==> src/rtl/shift_pla_atanh_seq_if.sv <==
// Valid/ready handshake bundle for the shift-only PLA atanh sequencer:
// tanh-domain sample in, reconstructed x plus saturation flag out.
interface shift_pla_atanh_seq_if #(
   parameter int W_IN  = 8,
   parameter int W_OUT = 8
);
   logic             in_valid;
   logic             in_ready;
   logic [W_IN-1:0]  in;
   logic             out_valid;
   logic             out_ready;
   logic [W_OUT-1:0] out;
   logic             out_sat;

   modport master (
      output in_valid, in, out_ready,
      input  in_ready, out_valid, out, out_sat
   );

   modport slave (
      input  in_valid, in, out_ready,
      output in_ready, out_valid, out, out_sat
   );
endinterface

==> src/rtl/shift_pla_atanh_seq.sv <==
// Sequential inverse of the shift-only piecewise-linear tanh: a bit-serial
// leading-ones scan finds the segment k, then shift/concatenate rebuilds x.
//
// state | meaning
// IDLE  | ready for a sample
// MAG   | take |y|, detect -1.0
// SCAN  | count leading fractional ones into k
// BUILD | assemble x from k and the bits after the ones run
// OUT   | hold result until accepted
module shift_pla_atanh_seq #(
   parameter int W_IN  = 8,
   parameter int W_OUT = 8,
   parameter int OUT_I = 3
) (
   input  logic                   clock,
   input  logic                   resetn,
   shift_pla_atanh_seq_if.slave   io
);
   localparam int              OUT_F = W_OUT - OUT_I;
   localparam int              KW    = OUT_I + 1;
   localparam logic [KW-1:0]   K_MAX = KW'(2 ** OUT_I);
   localparam logic [W_IN-1:0] NEG_ONE = {1'b1, {(W_IN-1){1'b0}}};
   localparam logic [W_OUT-1:0] POS_MAX = {1'b0, {(W_OUT-1){1'b1}}};

   typedef enum logic [2:0] {S_IDLE, S_MAG, S_SCAN, S_BUILD, S_OUT} state_t;

   state_t            state_q, state_d;
   logic [W_IN-1:0]   y_q, y_d;
   logic              neg_q, neg_d;
   logic              sat_q, sat_d;
   logic [KW-1:0]     k_q, k_d;
   logic [W_OUT-1:0]  out_q, out_d;
   logic              out_sat_q, out_sat_d;

   logic              scan_bit;
   logic [W_OUT-1:0]  mag_out;

   // Fraction bit j of the magnitude sits at y_q[W_IN-1-j]; scan tests j = k+1.
   always_comb begin
      int               scan_idx;
      logic [W_IN-1:0]  scan_sh;
      scan_idx = W_IN - 2 - int'(k_q);
      scan_sh  = y_q >> scan_idx;
      scan_bit = (scan_idx >= 0) ? scan_sh[0] : 1'b0;
   end

   // x = (k + t)/2, where t is the mag fraction after the leading-ones run and its 0.
   always_comb begin
      int               src;
      logic [W_IN-1:0]  src_sh;
      mag_out = '0;
      mag_out[W_OUT-2:OUT_F] = (OUT_I-1)'(k_q >> 1);
      mag_out[OUT_F-1]       = k_q[0];
      for (int m = 2; m <= OUT_F; m++) begin
         src    = m + int'(k_q);
         src_sh = y_q >> (W_IN - 1 - src);
         if (src <= W_IN - 1) mag_out[OUT_F-m] = src_sh[0];
      end
   end

   always_comb begin
      state_d   = state_q;
      y_d       = y_q;
      neg_d     = neg_q;
      sat_d     = sat_q;
      k_d       = k_q;
      out_d     = out_q;
      out_sat_d = out_sat_q;
      unique case (state_q)
         S_IDLE: begin
            if (io.in_valid) begin
               y_d     = io.in;
               neg_d   = io.in[W_IN-1];
               sat_d   = 1'b0;
               k_d     = '0;
               state_d = S_MAG;
            end
         end
         S_MAG: begin
            k_d     = '0;
            state_d = S_SCAN;
            // -1.0 has no magnitude; SCAN passes it straight to BUILD.
            if (y_q == NEG_ONE) sat_d = 1'b1;
            else if (neg_q)     y_d   = ~y_q + 1'b1;
         end
         S_SCAN: begin
            if (sat_q) begin
               state_d = S_BUILD;
            end else if (k_q == K_MAX) begin
               sat_d   = 1'b1;
               state_d = S_BUILD;
            end else if (scan_bit) begin
               if (int'(k_q) + 1 == W_IN - 1) begin
                  sat_d   = 1'b1;
                  state_d = S_BUILD;
               end else begin
                  k_d = k_q + 1'b1;
               end
            end else begin
               state_d = S_BUILD;
            end
         end
         S_BUILD: begin
            if (sat_q) out_d = neg_q ? (~POS_MAX + 1'b1) : POS_MAX;
            else       out_d = neg_q ? (~mag_out + 1'b1) : mag_out;
            out_sat_d = sat_q;
            state_d   = S_OUT;
         end
         S_OUT: begin
            if (io.out_ready) state_d = S_IDLE;
         end
         default: state_d = S_IDLE;
      endcase
   end

   always_ff @(posedge clock or negedge resetn) begin
      if (!resetn) begin
         state_q   <= S_IDLE;
         y_q       <= '0;
         neg_q     <= 1'b0;
         sat_q     <= 1'b0;
         k_q       <= '0;
         out_q     <= '0;
         out_sat_q <= 1'b0;
      end else begin
         state_q   <= state_d;
         y_q       <= y_d;
         neg_q     <= neg_d;
         sat_q     <= sat_d;
         k_q       <= k_d;
         out_q     <= out_d;
         out_sat_q <= out_sat_d;
      end
   end

   assign io.in_ready  = resetn && (state_q == S_IDLE);
   assign io.out_valid = (state_q == S_OUT);
   assign io.out       = out_q;
   assign io.out_sat   = out_sat_q;
endmodule
==> src/flat_wrapper.sv <==
// flat-port wrapper written by rule: the top's interface ports become plain ports
module shift_pla_atanh_seq_flat 
#(
   parameter int W_IN  = 8,
   parameter int W_OUT = 8,
   parameter int OUT_I = 3
)
  (clock, resetn, io_in_valid, io_in, io_out_ready, io_in_ready, io_out_valid, io_out, io_out_sat);
  shift_pla_atanh_seq_if #(.W_IN(W_IN), .W_OUT(W_OUT)) io_i ();
  input  logic clock;
  input  logic resetn;
  input wire logic [$bits(io_i.in_valid)-1:0] io_in_valid;
  input wire logic [$bits(io_i.in)-1:0] io_in;
  input wire logic [$bits(io_i.out_ready)-1:0] io_out_ready;
  output wire logic [$bits(io_i.in_ready)-1:0] io_in_ready;
  output wire logic [$bits(io_i.out_valid)-1:0] io_out_valid;
  output wire logic [$bits(io_i.out)-1:0] io_out;
  output wire logic [$bits(io_i.out_sat)-1:0] io_out_sat;
  assign io_i.in_valid = io_in_valid;
  assign io_i.in = io_in;
  assign io_i.out_ready = io_out_ready;
  assign io_in_ready = io_i.in_ready;
  assign io_out_valid = io_i.out_valid;
  assign io_out = io_i.out;
  assign io_out_sat = io_i.out_sat;
  shift_pla_atanh_seq #(.W_IN(W_IN), .W_OUT(W_OUT), .OUT_I(OUT_I)) u_core (.clock(clock), .resetn(resetn), .io(io_i));
endmodule
==> config.mk <==
export PLATFORM = sky130hd
export DESIGN_NAME = shift_pla_atanh_seq_flat
export DESIGN_NICKNAME = d
export VERILOG_FILES = /design/src/rtl/shift_pla_atanh_seq_if.sv /design/src/rtl/shift_pla_atanh_seq.sv /design/src/flat_wrapper.sv
export SDC_FILE = /design/constraint.sdc
export NUM_CORES = 1
export LEC_CHECK = 0
export ABC_AREA = 0
export CORE_AREA = 2 2 76 78
export CTS_BUF_LIST = sky130_fd_sc_hd__clkbuf_4 sky130_fd_sc_hd__clkbuf_8 sky130_fd_sc_hd__clkbuf_16
export CTS_CLUSTER_SIZE = 20
export DETAILED_ROUTE_END_ITERATION = 12
export DIE_AREA = 0 0 78 80
export SLEW_MARGIN = 20
export SYNTH_ARGS = -nofsm -noshare
export SYNTH_HDL_FRONTEND = slang
export SYNTH_SLANG_ARGS = --single-unit
==> constraint.sdc <==
create_clock -name clock -period 2.9 [get_ports clock]
set_input_delay 0.58 -clock clock [delete_from_list [all_inputs] [get_ports clock]]
set_output_delay 0.58 -clock clock [all_outputs]
set_load 0.05 [all_outputs]
# Yosys cells after proc, flatten, opt, wreduce, memory -nomap -nowiden
# Cells that the tools add are included.
# word_totals
register_bits	26
input_bits	12
out_inout_bits	11
word_cells	90
# op_classes
addsub	13
n_lt_le_gt_ge	5
eq_ne	17
n_shift	5
muxes	32
bitwise	2
n_reduce_logical	9
# ops
cell	count
>> shifter 8 x 32 -> 1 bit	5
less-or-equal comparator 32 x 4 -> 1 bit, second input constant	4
subtractor 4 x 32 -> 32 bit, first input constant	4
2-to-1 mux 8 bit	6
== test 32 x 4 -> 1 bit, second input constant	1
greater-or-equal comparator 32 x 1 -> 1 bit, second input constant	1
2-to-1 mux 4 bit	5
2-to-1 mux 3 bit	6
adder 8 x 1 -> 8 bit, second input constant	2
case mux 8 bit (2 select lines)	1
case mux 3 bit (5 select lines)	1
!= test 2 bit, second input constant	6
case mux 4 bit (3 select lines)	1
2-to-1 mux 1 bit	11
adder 2 x 4 -> 5 bit, first input constant	2
adder 3 x 4 -> 5 bit, first input constant	2
== test 8 bit, second input constant	1
inverter 7 -> 8 bit	1
inverter 8 bit	1
== test 3 x 2 -> 1 bit, second input constant	2
!= test 2 x 1 -> 1 bit, second input constant	3
AND reduction 3 bit	2
AND reduction 6 bit	1
adder 4 x 1 -> 5 bit, second input constant	1
13 further kinds	13

# Logic depth before layout (Yosys ltp)
# depth
word_depth	8
depth_mapped	12
mapped_depth_nobuf	10

# Worst setup path before layout
# OpenSTA, ideal clock, no wires.
# synth_timing
path_kind	reg-to-reg
from	register u_core.k_q[0]
to	register u_core.out_q[4], in the netlist u_core.io.out[4]
setup_time_ns	0.124
t_arrival_ns	2.440
required_ns	2.776
slack_ns	0.337
stages_incl_launch_ff	13
n_path_buf	2
synth_period_minus_slack_ns	2.563
cell_sequence	dfrtp_1 -> buf_6 -> buf_4 -> inv_1 -> ha_1 -> mux4_2 -> mux2_2 -> nand3_2 -> ha_1 -> and2_1 -> a21oi_1 -> o31ai_1 -> o21ai_1
# synth_between
elab_chain_cells	8
elab_cells_between_ends	24
classes_between	add/sub (9); order compare (4); shift (4); mux (6); bitwise (1)
# synth_lines
item	line	rtl
from (decl)	shift_pla_atanh_seq.sv:31	logic [KW-1:0] k_q, k_d;
from (signal assigned)	shift_pla_atanh_seq.sv:130	k_q <= k_d;
adder 3 x 4 -> 5 bit or adder 2 x 4 -> 5 bit (tied branches)	shift_pla_atanh_seq.sv:55	src = m + int'(k_q);
subtractor 4 x 32 -> 32 bit	shift_pla_atanh_seq.sv:56	src_sh = y_q >> (W_IN - 1 - src);
>> shifter 8 x 32 -> 1 bit	shift_pla_atanh_seq.sv:56	
2-to-1 mux 1 bit	shift_pla_atanh_seq.sv:57	if (src <= W_IN - 1) mag_out[OUT_F-m] = src_sh[0];
inverter 7 -> 8 bit	shift_pla_atanh_seq.sv:105	else out_d = neg_q ? (~mag_out + 1'b1) : mag_out;
adder 8 x 1 -> 8 bit	shift_pla_atanh_seq.sv:105	
2-to-1 mux 8 bit (*)	shift_pla_atanh_seq.sv:105	
2-to-1 mux 8 bit (*)	shift_pla_atanh_seq.sv:104	if (sat_q) out_d = neg_q ? (~POS_MAX + 1'b1) : POS_MAX;
to (signal assigned)	shift_pla_atanh_seq.sv:131	out_q <= out_d;
to (decl)	shift_pla_atanh_seq.sv:32	logic [W_OUT-1:0] out_q, out_d;
# Every way passes the cells marked *; elsewhere a longest branch is shown, timed or not.
# A chain may end at the register's enable or synchronous reset.

# Final worst setup path
# layout_timing
from	register u_core.state_q[1]
to	output io_out_valid
# layout_between
elab_chain_cells	1
# layout_lines
item	line	rtl
from (decl)	shift_pla_atanh_seq.sv:27	state_t state_q, state_d;
from (signal assigned)	shift_pla_atanh_seq.sv:126	state_q <= state_d;
== test 3 bit	shift_pla_atanh_seq.sv:137	assign io.out_valid = (state_q == S_OUT);
to (decl)	flat_wrapper.sv:16	output wire logic [$bits(io_i.out_valid)-1:0] io_out_valid;
# No other way between the ends.

==> flow_summary_export.csv <==
group,metric,value,unit
global_routing,grt_max_degree,27,
placed_design,dpl.hpwl,3.736,mm
global_routing,grt_pass1_vias,1694,
critical_path,endpoint,"io_out_valid",
clock_network,cts.sinks,26,
min_path,hp-class,"flip-flop to flip-flop",
synthesis,synth_cells,237,
critical_path,crit_path_start_kind,"flip-flop",
timing,hold_viol,0,
clock_network,cts_max_level,1,
floorplanning,ios,23,
power,peakVddDrop,0.4706,mV
detailed_routing,vias,1788,
power,p_sw_frac,0.4838,
synthesis,yosysMostFrequentCell,"dfrtp_1",
detailed_routing,via_per_inst,5.435,
detailed_routing,drc,0,
power,power_frac_comb,0.645,
floorplanning,std_cell_rows,27,
synthesis,synthDistinctLibCells,54,
clock_network,clk_latency,0.28,ns
critical_path,worstPathRequired,2.32,ns
clock_network,cts_setup_buffers,0,
synthesis,synth-main-ff-cell,"dfrtp_1",
detailed_routing,ant_nets,0,
floorplanning,core,5405,µm²
synthesis,async_flop_share,1.000,
clock_network,ctsResizeCount,0,
clock_network,clockBufferDepth,2,
critical_path,reg2reg_to,"u_core.io.out[6]",
synthesis,ys_top_cells_by_area,"dfrtp_1 (31%), ha_1 (9.5%), mux4_2 (5.3%)",
critical_path,cp-end-kind,"output port",
critical_path,cp.arrival,1.94,ns
synthesis,yosys_warnings,0,
timing,fmax,0.3965,GHz
timing,max_slew_margin,0.3585,
synthesis,synth_top_area_share,0.3075,
clock_network,clockRootBuffer,"clkbuf_8",
power,p_total,2.903,mW
global_routing,grt_pass1_wl,8.459,mm
floorplanning,die_area,6240,µm²
power,p_sw,1.404,mW
outcome,status,"complete, no violations",
critical_path,path_max_fanout,11,
global_routing,antenna_found_initial,0,
placed_design,dp_cells,325,
floorplanning,die_h,80,µm
timing,setup_viol,0,
synthesis,synth_edf_count,0,
detailed_routing,first_iter_violations,130,
timing,slew_viol_final,0,
timing,tightest_slew,0.9623,ns
synthesis,yosys_register_bits,26,
detailed_routing,dr.pass1.iters,4,
synthesis,synth_nets,265,
synthesis,synth_common_cells,"dfrtp_1 (26), nor2_1 (21), nand2_1 (20)",
placed_design,numPortBuffers,22,
synthesis,syn_avg_cell_area,8.927,µm²
timing,rsz0062_at_grt,"no",
detailed_routing,drt_wl_total,4.929,mm
finish,fillers,545,
critical_path,setup.worst_path.start,"u_core.state_q[1]",
power,p_leak,1.047,nW
global_routing,grt_overflow_total,0,
finish,final_util,0.4606,
power,p_clk_frac,0.107,
power,power.internal,1.499,mW
finish,num-nets-final,286,
timing,finalHoldWorstSlack,0.4831,ns
clock_network,numCtsBuffers,3,
synthesis,syn-cell-area,2116,µm²
finish,instances_no_fill,329,
timing,finalCritPeriodShare,0.8696,
flow_run,cap_violations,0,
synthesis,yosys.area.top_type,"dfrtp_1",
finish,areaGrowthSynthToFinish,17.68,%
finish,final_layout_size_suffix_gt1_frac,0.1167,
floorplanning,fp.dieW,78,µm
power,pwr_density_cell,1166,nW/µm²
critical_path,r2r_start,"u_core.k_q[1]",
power,pwr-share-seq,0.249,
synthesis,seq_area_frac_synth,0.3075,
timing,finalSetupTns,0,ns
critical_path,r2r_cells,10,
clock_network,cts.clk_slew.worst_paths,0.10,ns
placed_design,gp_congestion,0.8912,
finish,n_antenna_cell,0,
floorplanning,start_util,0.3914,
critical_path,r2r_setup_slack,0.40,ns
global_routing,grtUsageTotal,0.1725,
timing,finClkSkew,0.008296,ns
detailed_routing,route.detailed.wl_per_inst,14.98,µm
critical_path,crit_type,"flip-flop to output port",
clock_network,cts_tree,"built",
clock_network,hold_buffers,0,
timing,fin_crit,2.522,ns
[critical path, cell delays in order (launching register included)]
cell and delay (ns):
dfrtp_1 0.51, nor3b_1 0.30, clkdlybuf4s50_1 0.86
[worst min-delay path by stage]
stage               cells after the start        startpoint                to
finish                                  1  u_core.io.out[1]  u_core.io.out[1]
floorplan                               0            resetn  u_core.io.out[0]
global placement                        1  u_core.io.out[1]  u_core.io.out[1]
CTS                                     1  u_core.io.out[1]  u_core.io.out[1]
detailed placement                      1  u_core.io.out[1]  u_core.io.out[1]
global route                            2  u_core.io.out[3]  u_core.io.out[3]
[area by class of cell]
type / count / area, µm² / share of cell area
sequential: 26 / 650.6 / 0.2613
tap: 72 / 90.09 / 0.03618
multi-input combinational: 184 / 1350 / 0.5422
clock buffer: 3 / 41.29 / 0.01658
timing repair buffer: 27 / 267.8 / 0.1075
clock inverter: 1 / 30.03 / 0.01206
inverter: 16 / 60.06 / 0.02412
[cells in the final DEF (no fill, tap or decap), types with 2 or more instances in the layout]
| cell type | netlist | final |
|---|---|---|
| clkdlybuf4s50_1 | 0 | 21 |
| mux2i_1 | 3 | 3 |
| o22ai_1 | 4 | 4 |
| a21oi_1 | 19 | 19 |
| a31oi_1 | 6 | 6 |
| clkbuf_8 | 0 | 3 |
| nand3_1 | 7 | 7 |
| ha_1 | 16 | 16 |
| nor2_1 | 21 | 21 |
| o21ai_1 | 14 | 14 |
| nand2_1 | 20 | 20 |
| xor2_1 | 2 | 2 |
| inv_1 | 13 | 13 |
| mux2_1 | 2 | 2 |
| nand2b_1 | 4 | 4 |
| and2_1 | 4 | 4 |
| dfrtp_1 | 26 | 26 |
| o21ai_0 | 6 | 6 |
| buf_4 | 1 | 5 |
| a22o_1 | 2 | 2 |
| nor3_1 | 8 | 8 |
| or3_1 | 2 | 2 |
| xnor2_1 | 6 | 6 |
| inv_2 | 3 | 3 |
| nand4_1 | 2 | 2 |
| mux4_2 | 5 | 5 |
| mux2_2 | 2 | 2 |
| a21o_1 | 4 | 4 |
[cells by family (layout without fill, tap and decap cells)]
kind of cell | after synthesis | after routing | synth area share
AOI/OAI and AO/OA | 71 | 71 | 0.2301
xor gates and xnor gates | 8 | 8 | 0.03312
adders and majority gates | 16 | 16 | 0.09462
buffers and inverters | 27 | 47 | 0.05441
DFF | 26 | 26 | 0.3075
muxes | 14 | 14 | 0.1082
and+or+nand+nor | 75 | 75 | 0.1721
[sequential cells by signal, summed over array words and instances, names as in the netlist]
signal / count
u_core.io.out: 8
u_core.io.out_sat: 1
u_core.k_q: 4
u_core.neg_q: 1
u_core.sat_q: 1
u_core.state_q: 3
u_core.y_q: 8
[routing by layer]
metal,GRT usage,wire [µm]
met1,0.2445,2455
met2,0.2819,2273
met3,0.02036,148
met4,0.04211,51
met5,0,0
[through the flow]
step	setup WS, ns	area, µm²
after floorplan	0.3369	2116
after global placement	0.4128	2419
after detailed placement	0.3801	2419
after CTS	0.3391	2490
after global routing	0.1902	2490
final	0.3782	2490
[power groups by stage]
| stage | clock network [mW] | registers (mW) | logic (mW) |
|---|---|---|---|
| 3_5_place_dp | 0 | 0.728 | 1.87 |
| 5_1_grt | 0.336 | 0.755 | 2.06 |
| 2_1_floorplan | 0 | 0.810 | 1.32 |
| 6_report | 0.309 | 0.722 | 1.87 |
| 3_3_place_gp | 0 | 0.724 | 1.86 |
| 4_1_cts | 0.326 | 0.720 | 1.88 |
No activity file was read; power rests on OpenSTA's default activity.
